`src/rtl/inv_converter_pipe_pkg.sv`:
```
// Shared opcodes and sizing helper for the pipelined two's-complement sign converter.
package inv_conv_pkg;
   localparam logic [1:0] OP_PASS = 2'b00;
   localparam logic [1:0] OP_NEG  = 2'b01;
   localparam logic [1:0] OP_ABS  = 2'b10;

   function automatic int stages(input int width, input int seg_w);
      return (width + seg_w - 1) / seg_w;
   endfunction
endpackage

```
`src/rtl/inv_converter_pipe_if.sv`:
```
// Valid/ready request and response bundle of the sign converter.
interface inv_converter_pipe_if #(parameter int WIDTH = 16);
   logic             in_valid;
   logic             in_ready;
   logic [1:0]       op_i;
   logic [WIDTH-1:0] data_i;
   logic             out_valid;
   logic             out_ready;
   logic [WIDTH:0]   data_o;
   logic             zero_o;

   modport master (output in_valid, op_i, data_i, out_ready,
                   input  in_ready, out_valid, data_o, zero_o);
   modport slave  (input  in_valid, op_i, data_i, out_ready,
                   output in_ready, out_valid, data_o, zero_o);
endinterface

```
`src/rtl/inv_converter_pipe_seg.sv`:
```
// One segment of the OR-chain negation: each cell flips its bit when any lower bit is set.
module inv_unit (
   input  logic i_a,
   input  logic i_pin,
   input  logic i_inv,
   output logic o_y,
   output logic o_pout
);
   assign o_y    = i_a ^ (i_inv & i_pin);
   assign o_pout = i_pin | i_a;
endmodule

module inv_conv_seg #(parameter int SEG_W = 8) (
   input  logic [SEG_W-1:0] i_a,
   input  logic             i_cin,
   input  logic             i_inv,
   output logic [SEG_W-1:0] o_y,
   output logic             o_cout
);
   logic [SEG_W:0] w_or;

   assign w_or[0] = i_cin;
   generate
      for (genvar i = 0; i < SEG_W; i++) begin : g_cell
         inv_unit u_cell (
            .i_a   (i_a[i]),
            .i_pin (w_or[i]),
            .i_inv (i_inv),
            .o_y   (o_y[i]),
            .o_pout(w_or[i+1])
         );
      end
   endgenerate
   assign o_cout = w_or[SEG_W];
endmodule

```
`src/rtl/inv_converter_pipe.sv`:
```
// Pipelined pass/negate/abs converter; one register slice per SEG_W-bit segment, full backpressure.
module inv_converter_pipe
   import inv_conv_pkg::*;
#(
   parameter int WIDTH = 16,
   parameter int SEG_W = 8
) (
   input  logic                 sys_clk,
   input  logic                 sys_rst_n,
   input  logic                 flush_i,
   inv_converter_pipe_if.slave  bus
);
   localparam int STAGES = stages(WIDTH, SEG_W);
   localparam int L      = STAGES - 1;

   logic [STAGES-1:0]            r_v, r_inv, r_sgn, r_carry;
   logic [STAGES-1:0][WIDTH-1:0] r_data;
   logic [STAGES-1:0]            w_adv, w_src_v, w_src_inv, w_src_sgn, w_cin, w_cout;
   logic [STAGES-1:0][WIDTH-1:0] w_src, w_nxt;
   logic                         w_in_fire;

   assign bus.in_ready = w_adv[0] & ~flush_i;
   assign w_in_fire    = bus.in_valid & bus.in_ready;

   generate
      for (genvar k = 0; k < STAGES; k++) begin : g_stage
         localparam int LO = k * SEG_W;
         localparam int SW = (LO + SEG_W > WIDTH) ? (WIDTH - LO) : SEG_W;
         localparam logic [WIDTH-1:0] MASK = ({WIDTH{1'b1}} >> (WIDTH - SW)) << LO;
         logic [SW-1:0] w_y;

         // Stage 0 decides inv and keeps the original sign; later stages inherit both.
         if (k == 0) begin : g_head
            assign w_src_v[k]   = w_in_fire;
            assign w_src[k]     = bus.data_i;
            assign w_cin[k]     = 1'b0;
            assign w_src_inv[k] = (bus.op_i == OP_NEG) | ((bus.op_i == OP_ABS) & bus.data_i[WIDTH-1]);
            assign w_src_sgn[k] = bus.data_i[WIDTH-1];
         end else begin : g_body
            assign w_src_v[k]   = r_v[k-1];
            assign w_src[k]     = r_data[k-1];
            assign w_cin[k]     = r_carry[k-1];
            assign w_src_inv[k] = r_inv[k-1];
            assign w_src_sgn[k] = r_sgn[k-1];
         end

         if (k == L) begin : g_tail
            assign w_adv[k] = ~r_v[k] | bus.out_ready;
         end else begin : g_mid
            assign w_adv[k] = ~r_v[k] | w_adv[k+1];
         end

         inv_conv_seg #(.SEG_W(SW)) u_seg (
            .i_a   (w_src[k][LO +: SW]),
            .i_cin (w_cin[k]),
            .i_inv (w_src_inv[k]),
            .o_y   (w_y),
            .o_cout(w_cout[k])
         );
         assign w_nxt[k] = (w_src[k] & ~MASK) | (WIDTH'(w_y) << LO);
      end
   endgenerate

   always_ff @(posedge sys_clk or negedge sys_rst_n) begin
      if (!sys_rst_n) begin
         r_v     <= '0;
         r_inv   <= '0;
         r_sgn   <= '0;
         r_carry <= '0;
         r_data  <= '0;
      end else begin
         for (int k = 0; k < STAGES; k++) begin
            if (flush_i)       r_v[k] <= 1'b0;
            else if (w_adv[k]) r_v[k] <= w_src_v[k];
            if (w_adv[k] && w_src_v[k]) begin
               r_data[k]  <= w_nxt[k];
               r_inv[k]   <= w_src_inv[k];
               r_sgn[k]   <= w_src_sgn[k];
               r_carry[k] <= w_cout[k];
            end
         end
      end
   end

   // Negated top bit is set only for a non-zero, originally non-negative operand.
   assign bus.out_valid = r_v[L];
   assign bus.data_o    = r_inv[L] ? {~r_sgn[L] & r_carry[L], r_data[L]}
                                   : {r_data[L][WIDTH-1], r_data[L]};
   assign bus.zero_o    = r_v[L] & ~|bus.data_o;
endmodule

```
`src/flat_wrapper.sv`:
```
// flat-port wrapper written by rule: the top's interface ports become plain ports
module inv_converter_pipe_flat import inv_conv_pkg::*;
#(
   parameter int WIDTH = 16,
   parameter int SEG_W = 8
)
  (sys_clk, sys_rst_n, flush_i, bus_in_valid, bus_op_i, bus_data_i, bus_out_ready, bus_in_ready, bus_out_valid, bus_data_o, bus_zero_o);
  inv_converter_pipe_if #(.WIDTH(WIDTH)) bus_i ();
  input  logic sys_clk;
  input  logic sys_rst_n;
  input  logic flush_i;
  input wire logic [$bits(bus_i.in_valid)-1:0] bus_in_valid;
  input wire logic [$bits(bus_i.op_i)-1:0] bus_op_i;
  input wire logic [$bits(bus_i.data_i)-1:0] bus_data_i;
  input wire logic [$bits(bus_i.out_ready)-1:0] bus_out_ready;
  output wire logic [$bits(bus_i.in_ready)-1:0] bus_in_ready;
  output wire logic [$bits(bus_i.out_valid)-1:0] bus_out_valid;
  output wire logic [$bits(bus_i.data_o)-1:0] bus_data_o;
  output wire logic [$bits(bus_i.zero_o)-1:0] bus_zero_o;
  assign bus_i.in_valid = bus_in_valid;
  assign bus_i.op_i = bus_op_i;
  assign bus_i.data_i = bus_data_i;
  assign bus_i.out_ready = bus_out_ready;
  assign bus_in_ready = bus_i.in_ready;
  assign bus_out_valid = bus_i.out_valid;
  assign bus_data_o = bus_i.data_o;
  assign bus_zero_o = bus_i.zero_o;
  inv_converter_pipe #(.WIDTH(WIDTH), .SEG_W(SEG_W)) u_core (.sys_clk(sys_clk), .sys_rst_n(sys_rst_n), .flush_i(flush_i), .bus(bus_i));
endmodule
```
`config.mk`:
```
export PLATFORM = sky130hd
export DESIGN_NAME = inv_converter_pipe_flat
export DESIGN_NICKNAME = d
export VERILOG_FILES = /design/src/rtl/inv_converter_pipe_pkg.sv /design/src/rtl/inv_converter_pipe_if.sv /design/src/rtl/inv_converter_pipe_seg.sv /design/src/rtl/inv_converter_pipe.sv /design/src/flat_wrapper.sv
export SDC_FILE = /design/constraint.sdc
export NUM_CORES = 1
export LEC_CHECK = 0
export ABC_AREA = 1
export CAP_MARGIN = 10
export CELL_PAD_IN_SITES_DETAIL_PLACEMENT = 1
export CELL_PAD_IN_SITES_GLOBAL_PLACEMENT = 2
export CORE_ASPECT_RATIO = 1.25
export CORE_UTILIZATION = 39
export CTS_CLUSTER_SIZE = 25
export DETAILED_ROUTE_END_ITERATION = 6
export DONT_BUFFER_PORTS = 1
export PLACE_DENSITY_LB_ADDON = 0.1
export SYNTH_ARGS = -nofsm -noshare
export SYNTH_HDL_FRONTEND = slang
export SYNTH_SLANG_ARGS = --single-unit
export TNS_END_PERCENT = 10
```
`constraint.sdc`:
```
create_clock -name sys_clk -period 2.14 [get_ports sys_clk]
set_input_delay 0.321 -clock sys_clk [delete_from_list [all_inputs] [get_ports sys_clk]]
set_output_delay 0.321 -clock sys_clk [all_outputs]
set_load 0.01 [all_outputs]
```
==> metrics.txt, run 1 <==
# TYPE chip_impl_metric gauge
chip_impl_info{name="status",value="completed"} 1
chip_impl_info{name="dominantRegCellSynth",value="dfrtp_1"} 1
chip_impl_info{name="yosys.area.top_type",value="dfrtp_1"} 1
chip_impl_metric{name="leakage",unit="nW"} 1.06
chip_impl_metric{name="htree_num_levels",unit=""} 2
chip_impl_metric{name="grt_overflow_total",unit=""} 0
chip_impl_metric{name="min_period",unit="ps"} 1940
chip_impl_metric{name="io_pins",unit=""} 43
chip_impl_metric{name="vias_in_the_first_global_route",unit=""} 1713
chip_impl_metric{name="cts-resized-gates",unit=""} 0
chip_impl_metric{name="stdcell_count",unit=""} 303
chip_impl_metric{name="detail-route-antenna-nets",unit=""} 0
chip_impl_metric{name="fmax",unit="GHz"} 0.516
chip_impl_metric{name="synth_warnings",unit=""} 0
chip_impl_info{name="tritoncts",value="built"} 1
chip_impl_metric{name="worst_hold_path_stage_count",unit=""} 1
chip_impl_metric{name="drt_iter0_markers",unit=""} 50
chip_impl_info{name="setup_repair_after_global_routing_missed_its_margin",value="false"} 1
chip_impl_metric{name="num_rows",unit=""} 29
chip_impl_metric{name="cts_buffer_count",unit=""} 5
chip_impl_metric{name="vias_per_inst",unit=""} 4.95
chip_impl_metric{name="layout_setup_ws",unit="ps"} 203
chip_impl_metric{name="start_util",unit="%"} 41.1
chip_impl_metric{name="proportion_of_layout_cells_with_a_drive_suffix_above_1",unit="%"} 16.2
chip_impl_metric{name="route.detailed.drc",unit=""} 0
chip_impl_metric{name="number_of_antenna_violations_at_the_first_check_in_global_routing",unit=""} 0
chip_impl_metric{name="rrSetupSlack",unit="ps"} 550
chip_impl_metric{name="critical_path_required",unit="ps"} 1820
chip_impl_info{name="critical_path_class",value="register to output port"} 1
chip_impl_metric{name="synth_nets",unit=""} 275
chip_impl_metric{name="postPlaceCellArea",unit="µm²"} 2040
chip_impl_metric{name="ir_worst_vdd",unit="mV"} 0.340
chip_impl_metric{name="post_syn_instances",unit=""} 252
chip_impl_metric{name="numPortBuffers",unit=""} 0
chip_impl_metric{name="synth_async_sr_flop_share",unit="%"} 100
chip_impl_info{name="crit_path_cell_trace",value="nor4b_1 > nand3_1 > nor3_1"} 1
chip_impl_info{name="most_numerous_cell_types_in_the_synthesized_netlist",value="nand2_1, dfrtp_1, inv_1"} 1
chip_impl_metric{name="worstSkewPairLatency",unit="ps"} 290
chip_impl_info{name="timing.rr.end",value="u_core.r_data[0]$_DFFE_PN0P_"} 1
chip_impl_metric{name="critPathMaxFanout",unit=""} 3
chip_impl_metric{name="power.total",unit="mW"} 1.95
chip_impl_metric{name="post_synth_num_cell_types",unit=""} 32
chip_impl_metric{name="wire_length_of_the_first_global_routing_pass",unit="µm"} 7720
chip_impl_metric{name="maximum_number_of_pins_on_one_net_before_global_route_repair",unit=""} 40
chip_impl_info{name="start_kind",value="register"} 1
chip_impl_metric{name="antenna_cells",unit=""} 0
chip_impl_metric{name="postCtsSetupBuffers",unit=""} 0
chip_impl_metric{name="final.setup_skew",unit="ps"} 5.49
chip_impl_metric{name="die_area",unit="µm²"} 5740
chip_impl_metric{name="maxCapViolCount",unit=""} 0
chip_impl_info{name="r2r-start",value="u_core.r_v[1]$_DFFE_PN0P_"} 1
chip_impl_metric{name="ff2ff_path_depth",unit=""} 7
chip_impl_metric{name="postRouteWirelength",unit="µm"} 4540
chip_impl_metric{name="groute.usage.overall",unit="%"} 17.8
chip_impl_metric{name="finish.utilization",unit="%"} 42.4
chip_impl_metric{name="synth_seq_area_share",unit="%"} 46.0
chip_impl_metric{name="timing_hold_violations_final",unit=""} 0
chip_impl_metric{name="post-place-ws",unit="ps"} 495
chip_impl_metric{name="synthesis.area_per_instance",unit="µm²"} 8.41
chip_impl_metric{name="cts-hold-fix-buffers",unit=""} 2
chip_impl_metric{name="placed_cells",unit=""} 293
chip_impl_metric{name="timing.final.setup_violations",unit=""} 0
chip_impl_info{name="hold_end",value="u_core.r_v[0]$_DFFE_PN0P_"} 1
chip_impl_metric{name="die_height",unit="µm"} 84.4
chip_impl_info{name="clock_tree.root_cell",value="clkbuf_8"} 1
chip_impl_metric{name="netlist_area",unit="µm²"} 2120
chip_impl_metric{name="finalCritPeriodShare",unit="%"} 90.5
chip_impl_metric{name="area_growth",unit="%"} 3.13
chip_impl_metric{name="synth-edff-count",unit=""} 0
chip_impl_info{name="synth.most_common_cell",value="nand2_1"} 1
chip_impl_metric{name="finalInstanceArea",unit="µm²"} 2190
chip_impl_metric{name="worst-endpoint-arrival",unit="ps"} 1620
chip_impl_info{name="critPathTopFamily",value="simple AND/OR/NAND/NOR gates"} 1
chip_impl_metric{name="worst_pin_slew",unit="ps"} 502
chip_impl_metric{name="firstDrtPassIters",unit=""} 4
chip_impl_info{name="netlist_top_cells_area",value="dfrtp_1, nand2_1, buf_4"} 1
chip_impl_metric{name="ys_ff_latch",unit=""} 39
chip_impl_info{name="cp-end-kind",value="output port"} 1
chip_impl_info{name="hold_class",value="input port to register"} 1
chip_impl_metric{name="clkSlewWorstSetupHoldPaths",unit="ps"} 80
chip_impl_metric{name="synth_top_area_share",unit="%"} 46.0
chip_impl_metric{name="die_width",unit="µm"} 67.9
chip_impl_metric{name="hold_ws",unit="ps"} 82.2
chip_impl_info{name="min-delay-start",value="flush_i"} 1
chip_impl_info{name="crit_path_top_delay_cell",value="dfrtp_1"} 1
chip_impl_metric{name="total_negative_setup_slack",unit="ps"} 0
chip_impl_metric{name="worst-path-buf-inv",unit=""} 0
chip_impl_metric{name="dpl.hpwl",unit="µm"} 3500
chip_impl_metric{name="cellPowerDensity",unit="nW/µm²"} 894
chip_impl_metric{name="numClockSinks",unit=""} 39
chip_impl_metric{name="finish.net_count",unit=""} 263
chip_impl_metric{name="core-area",unit="µm²"} 5150
chip_impl_metric{name="globalplace.congestion",unit=""} 0.752
chip_impl_metric{name="slew_violations",unit=""} 0
chip_impl_metric{name="avgRoutedWirePerCell",unit="µm"} 15.0
chip_impl_metric{name="max-clock-path-buffers",unit=""} 2
chip_impl_metric{name="num_vias",unit=""} 1499
chip_impl_metric{name="slew_headroom",unit="%"} 66.5
chip_impl_metric{name="slowest_delay",unit="ps"} 430
==> cells by family after synthesis <==
logic type | after synthesis | share of synthesized area [%]
flip-flops | 39 | 46.0
AO/OA/AOI/OAI | 28 | 8.38
AND/OR/NAND/NOR | 130 | 29.8
XOR/XNOR | 5 | 2.07
buffers and inverters | 50 | 13.8
==> registers in the layout, indices dropped and copies added (netlist names) <==
register        flops
u_core.r_carry      2
u_core.r_data      31
u_core.r_inv        2
u_core.r_sgn        2
u_core.r_v          2
==> layout make-up <==
type,count,area (µm²)
sequential,39,976
tap,62,77.6
timing repair buffer,5,65.1
clock inverter,2,35.0
multi-input combinational,163,852
clock buffer,6,82.6
inverter,26,97.6
fill,628,2970
==> worst max path at each step <==
stage | start | end | slack, ps | cells past startpoint
finish | u_core.r_data[25]$_DFFE_PN0P_ | bus_zero_o | 200 | 3
global route | u_core.r_data[25]$_DFFE_PN0P_ | bus_zero_o | 110 | 3
CTS | u_core.r_data[25]$_DFFE_PN0P_ | bus_zero_o | 160 | 3
detailed placement | u_core.r_data[25]$_DFFE_PN0P_ | bus_zero_o | 500 | 3
global placement | u_core.r_data[25]$_DFFE_PN0P_ | bus_zero_o | 530 | 3
floorplan | u_core.r_data[25]$_DFFE_PN0P_ | bus_zero_o | 810 | 3
==> power by group <==
| group | switching [mW] | internal [mW] | total (mW) |
|---|---|---|---|
| Combinational | 0.203 | 0.120 | 0.323 |
| Clock | 0.251 | 0.377 | 0.628 |
| Sequential | 0.144 | 0.860 | 1.00 |
| Total | 0.597 | 1.36 | 1.95 |
==> per-layer routing <==
layer	routed length, µm	part of all wire [%]	GRT usage [%]
met5	0	0	0
met4	68	1.5	6.44
met3	215	4.7	4.76
met2	2180	48	28.0
met1	2070	46	22.9
==> layout by cell type (no fill, tap or decap), types with 2 or more instances in the layout <==
cell type,synthesis,layout
nor4_1,2,2
nand2_1,82,82
a21oi_1,4,4
inv_1,25,25
nor2_4,3,3
nor2_2,2,2
nand3_2,7,7
buf_4,17,2
nand2_2,3,3
dfrtp_1,39,39
xor2_1,5,5
clkbuf_8,0,6
nor3_1,2,2
buf_12,1,2
nand3_1,16,16
o21ai_1,2,2
o21ai_0,11,11
nor2_1,7,7
o21ai_2,7,7
Note: power is estimated with default switching activity, not from simulation.
==> run 2: changes to the inputs <==
--- a/config.mk
+++ b/config.mk
@@ -15,6 +15,7 @@
 export DETAILED_ROUTE_END_ITERATION = 6
 export DONT_BUFFER_PORTS = 1
 export PLACE_DENSITY_LB_ADDON = 0.1
+export RECOVER_POWER = 25
 export SYNTH_ARGS = -nofsm -noshare
 export SYNTH_HDL_FRONTEND = slang
 export SYNTH_SLANG_ARGS = --single-unit
==> metrics.txt, run 2 (synthesized netlist as in run 1, its figures left out) <==
# TYPE chip_impl_metric gauge
chip_impl_metric{name="num_vias",unit=""} 1499
chip_impl_metric{name="final.setup_skew",unit="ps"} 5.49
chip_impl_metric{name="start_util",unit="%"} 41.1
chip_impl_metric{name="dpl.hpwl",unit="µm"} 3500
chip_impl_metric{name="worst_pin_slew",unit="ps"} 952
chip_impl_info{name="timing.rr.end",value="u_core.r_data[0]$_DFFE_PN0P_"} 1
chip_impl_info{name="min-delay-start",value="flush_i"} 1
chip_impl_info{name="clock_tree.root_cell",value="clkbuf_8"} 1
chip_impl_metric{name="die_width",unit="µm"} 67.9
chip_impl_metric{name="drt_iter0_markers",unit=""} 50
chip_impl_metric{name="fmax",unit="GHz"} 0.516
chip_impl_metric{name="antenna_cells",unit=""} 0
chip_impl_metric{name="slew_violations",unit=""} 0
chip_impl_info{name="setup_repair_after_global_routing_missed_its_margin",value="false"} 1
chip_impl_metric{name="switching_share",unit="%"} 30.6
chip_impl_metric{name="cts_buffer_count",unit=""} 5
chip_impl_metric{name="ff2ff_path_depth",unit=""} 7
chip_impl_info{name="r2r-start",value="u_core.r_v[1]$_DFFE_PN0P_"} 1
chip_impl_metric{name="avgRoutedWirePerCell",unit="µm"} 15.0
chip_impl_metric{name="rrSetupSlack",unit="ps"} 550
chip_impl_metric{name="finalInstanceArea",unit="µm²"} 2170
chip_impl_metric{name="finalCritPeriodShare",unit="%"} 90.5
chip_impl_metric{name="postRouteWirelength",unit="µm"} 4540
chip_impl_metric{name="htree_num_levels",unit=""} 2
chip_impl_metric{name="worst-endpoint-arrival",unit="ps"} 1620
chip_impl_metric{name="finish.utilization",unit="%"} 42.1
chip_impl_metric{name="min_period",unit="ps"} 1940
chip_impl_metric{name="finish.net_count",unit=""} 263
chip_impl_metric{name="max-clock-path-buffers",unit=""} 2
chip_impl_info{name="status",value="completed"} 1
chip_impl_metric{name="grt_overflow_total",unit=""} 0
chip_impl_metric{name="route.detailed.drc",unit=""} 0
chip_impl_metric{name="timing.final.setup_violations",unit=""} 0
chip_impl_metric{name="seqPwrFrac",unit="%"} 51.5
chip_impl_metric{name="numClockSinks",unit=""} 39
chip_impl_info{name="layout.cells.most_common",value="nand2_1"} 1
chip_impl_metric{name="largest_register_ffs",unit=""} 31
chip_impl_metric{name="clkPwrFrac",unit="%"} 32.2
chip_impl_metric{name="firstDrtPassIters",unit=""} 4
chip_impl_metric{name="vias_per_inst",unit=""} 4.95
chip_impl_metric{name="ir_worst_vdd",unit="mV"} 0.340
chip_impl_metric{name="maximum_number_of_pins_on_one_net_before_global_route_repair",unit=""} 40
chip_impl_metric{name="globalplace.congestion",unit=""} 0.752
chip_impl_metric{name="number_of_antenna_violations_at_the_first_check_in_global_routing",unit=""} 0
chip_impl_metric{name="internal-power",unit="mW"} 1.35
chip_impl_metric{name="groute.usage.overall",unit="%"} 17.8
chip_impl_metric{name="placed_cells",unit=""} 293
chip_impl_metric{name="cellPowerDensity",unit="nW/µm²"} 899
chip_impl_info{name="registers.top_by_ff_count",value="u_core.r_data"} 1
chip_impl_metric{name="slew_headroom",unit="%"} 36.5
chip_impl_metric{name="postPlaceCellArea",unit="µm²"} 2040
chip_impl_metric{name="total_negative_setup_slack",unit="ps"} 0
chip_impl_info{name="worstSetupStartpoint",value="u_core.r_data[25]$_DFFE_PN0P_"} 1
chip_impl_metric{name="die_area",unit="µm²"} 5740
chip_impl_metric{name="detail-route-antenna-nets",unit=""} 0
chip_impl_info{name="start_kind",value="register"} 1
chip_impl_metric{name="die_height",unit="µm"} 84.4
chip_impl_info{name="cp-end-kind",value="output port"} 1
chip_impl_metric{name="core-area",unit="µm²"} 5150
chip_impl_metric{name="maxCapViolCount",unit=""} 0
chip_impl_metric{name="numPortBuffers",unit=""} 0
chip_impl_info{name="hold_class",value="input port to register"} 1
chip_impl_metric{name="power.share.combinational",unit="%"} 16.4
chip_impl_metric{name="stdcell_count",unit=""} 303
chip_impl_metric{name="clkSlewWorstSetupHoldPaths",unit="ps"} 80
chip_impl_metric{name="postCtsSetupBuffers",unit=""} 0
chip_impl_metric{name="critPathMaxFanout",unit=""} 3
chip_impl_info{name="layout.cells.most_common_list",value="nand2_1, dfrtp_1, inv_1, nand3_1, o21ai_0"} 1
chip_impl_metric{name="io_pins",unit=""} 43
chip_impl_metric{name="area_growth",unit="%"} 2.42
chip_impl_metric{name="wire_length_of_the_first_global_routing_pass",unit="µm"} 7720
chip_impl_metric{name="critical_path_required",unit="ps"} 1820
chip_impl_metric{name="worstSkewPairLatency",unit="ps"} 290
chip_impl_metric{name="total_switching_power",unit="mW"} 0.597
chip_impl_metric{name="num_rows",unit=""} 29
chip_impl_metric{name="proportion_of_layout_cells_with_a_drive_suffix_above_1",unit="%"} 16.2
chip_impl_metric{name="timing_hold_violations_final",unit=""} 0
chip_impl_info{name="tritoncts",value="built"} 1
chip_impl_info{name="critical_path_class",value="register to output port"} 1
chip_impl_metric{name="vias_in_the_first_global_route",unit=""} 1713
chip_impl_metric{name="leakage",unit="nW"} 1.05
chip_impl_info{name="critPathCapture",value="bus_zero_o"} 1
## run 2: cell types whose count changed in the layout (fill, tap and decap cells not counted), sizes merged
cell    before  now
buf          4    3
clkbuf       6    7
## run 2: worst min-delay path by stage
stage	endpoint	cells after the start
after detailed placement	u_core.r_data[26]$_DFFE_PN0P_	0
after floorplan	u_core.r_carry[0]$_DFFE_PN0P_	0
after CTS	u_core.r_v[0]$_DFFE_PN0P_	1
after global routing	u_core.r_v[0]$_DFFE_PN0P_	1
after global placement	u_core.r_data[26]$_DFFE_PN0P_	0
final	u_core.r_v[0]$_DFFE_PN0P_	1
## run 2: metrics by stage
stage | power, mW | hold slack, ps | setup WS [ps]
floorplan | 1.33 | 25.4 | 813
global placement | 1.31 | 26.4 | 530
detailed placement | 1.33 | 26.2 | 495
CTS | 1.99 | 69.0 | 156
global route | 2.08 | 63.1 | 114
finish | 1.95 | 82.2 | 203
## run 2: metal layers
layer / GRT usage, % / vias to the layer above / wire length [µm]
met1: 22.9 / 708 / 2070
met5: 0 / - / 0
met4: 6.44 / 0 / 68
li1: - / 751 / -
met3: 4.76 / 6 / 215
met2: 28.0 / 34 / 2180
## run 2: power by group through the flow
stage / clock, mW / combinational [mW] / sequential (mW)
3_3_place_gp: 0 / 0.294 / 1.01
2_1_floorplan: 0 / 0.390 / 0.942
4_1_cts: 0.648 / 0.332 / 1.01
6_report: 0.628 / 0.319 / 1.00
5_1_grt: 0.682 / 0.373 / 1.03
3_5_place_dp: 0 / 0.308 / 1.02
## run 2: cell type report
type,instances,area (µm²)
sequential,39,976
fill,630,2980
inverter,26,97.6
clock inverter,2,35.0
timing repair buffer,5,50.0
clock buffer,6,82.6
tap,62,77.6
multi-input combinational,163,852
## run 2: critical path: stages (launching register included)
cell	delay (ps)
dfrtp_1	430
nor4b_1	430
nand3_1	120
nor3_1	340
## run 2: timing repair
action | 4_1_cts | 5_1_grt
resized for setup | 0 | 0
endpoints found under the setup margin | 0 | 0
hold buffers | 2 | 0
endpoints found under the hold margin | 39 | 0
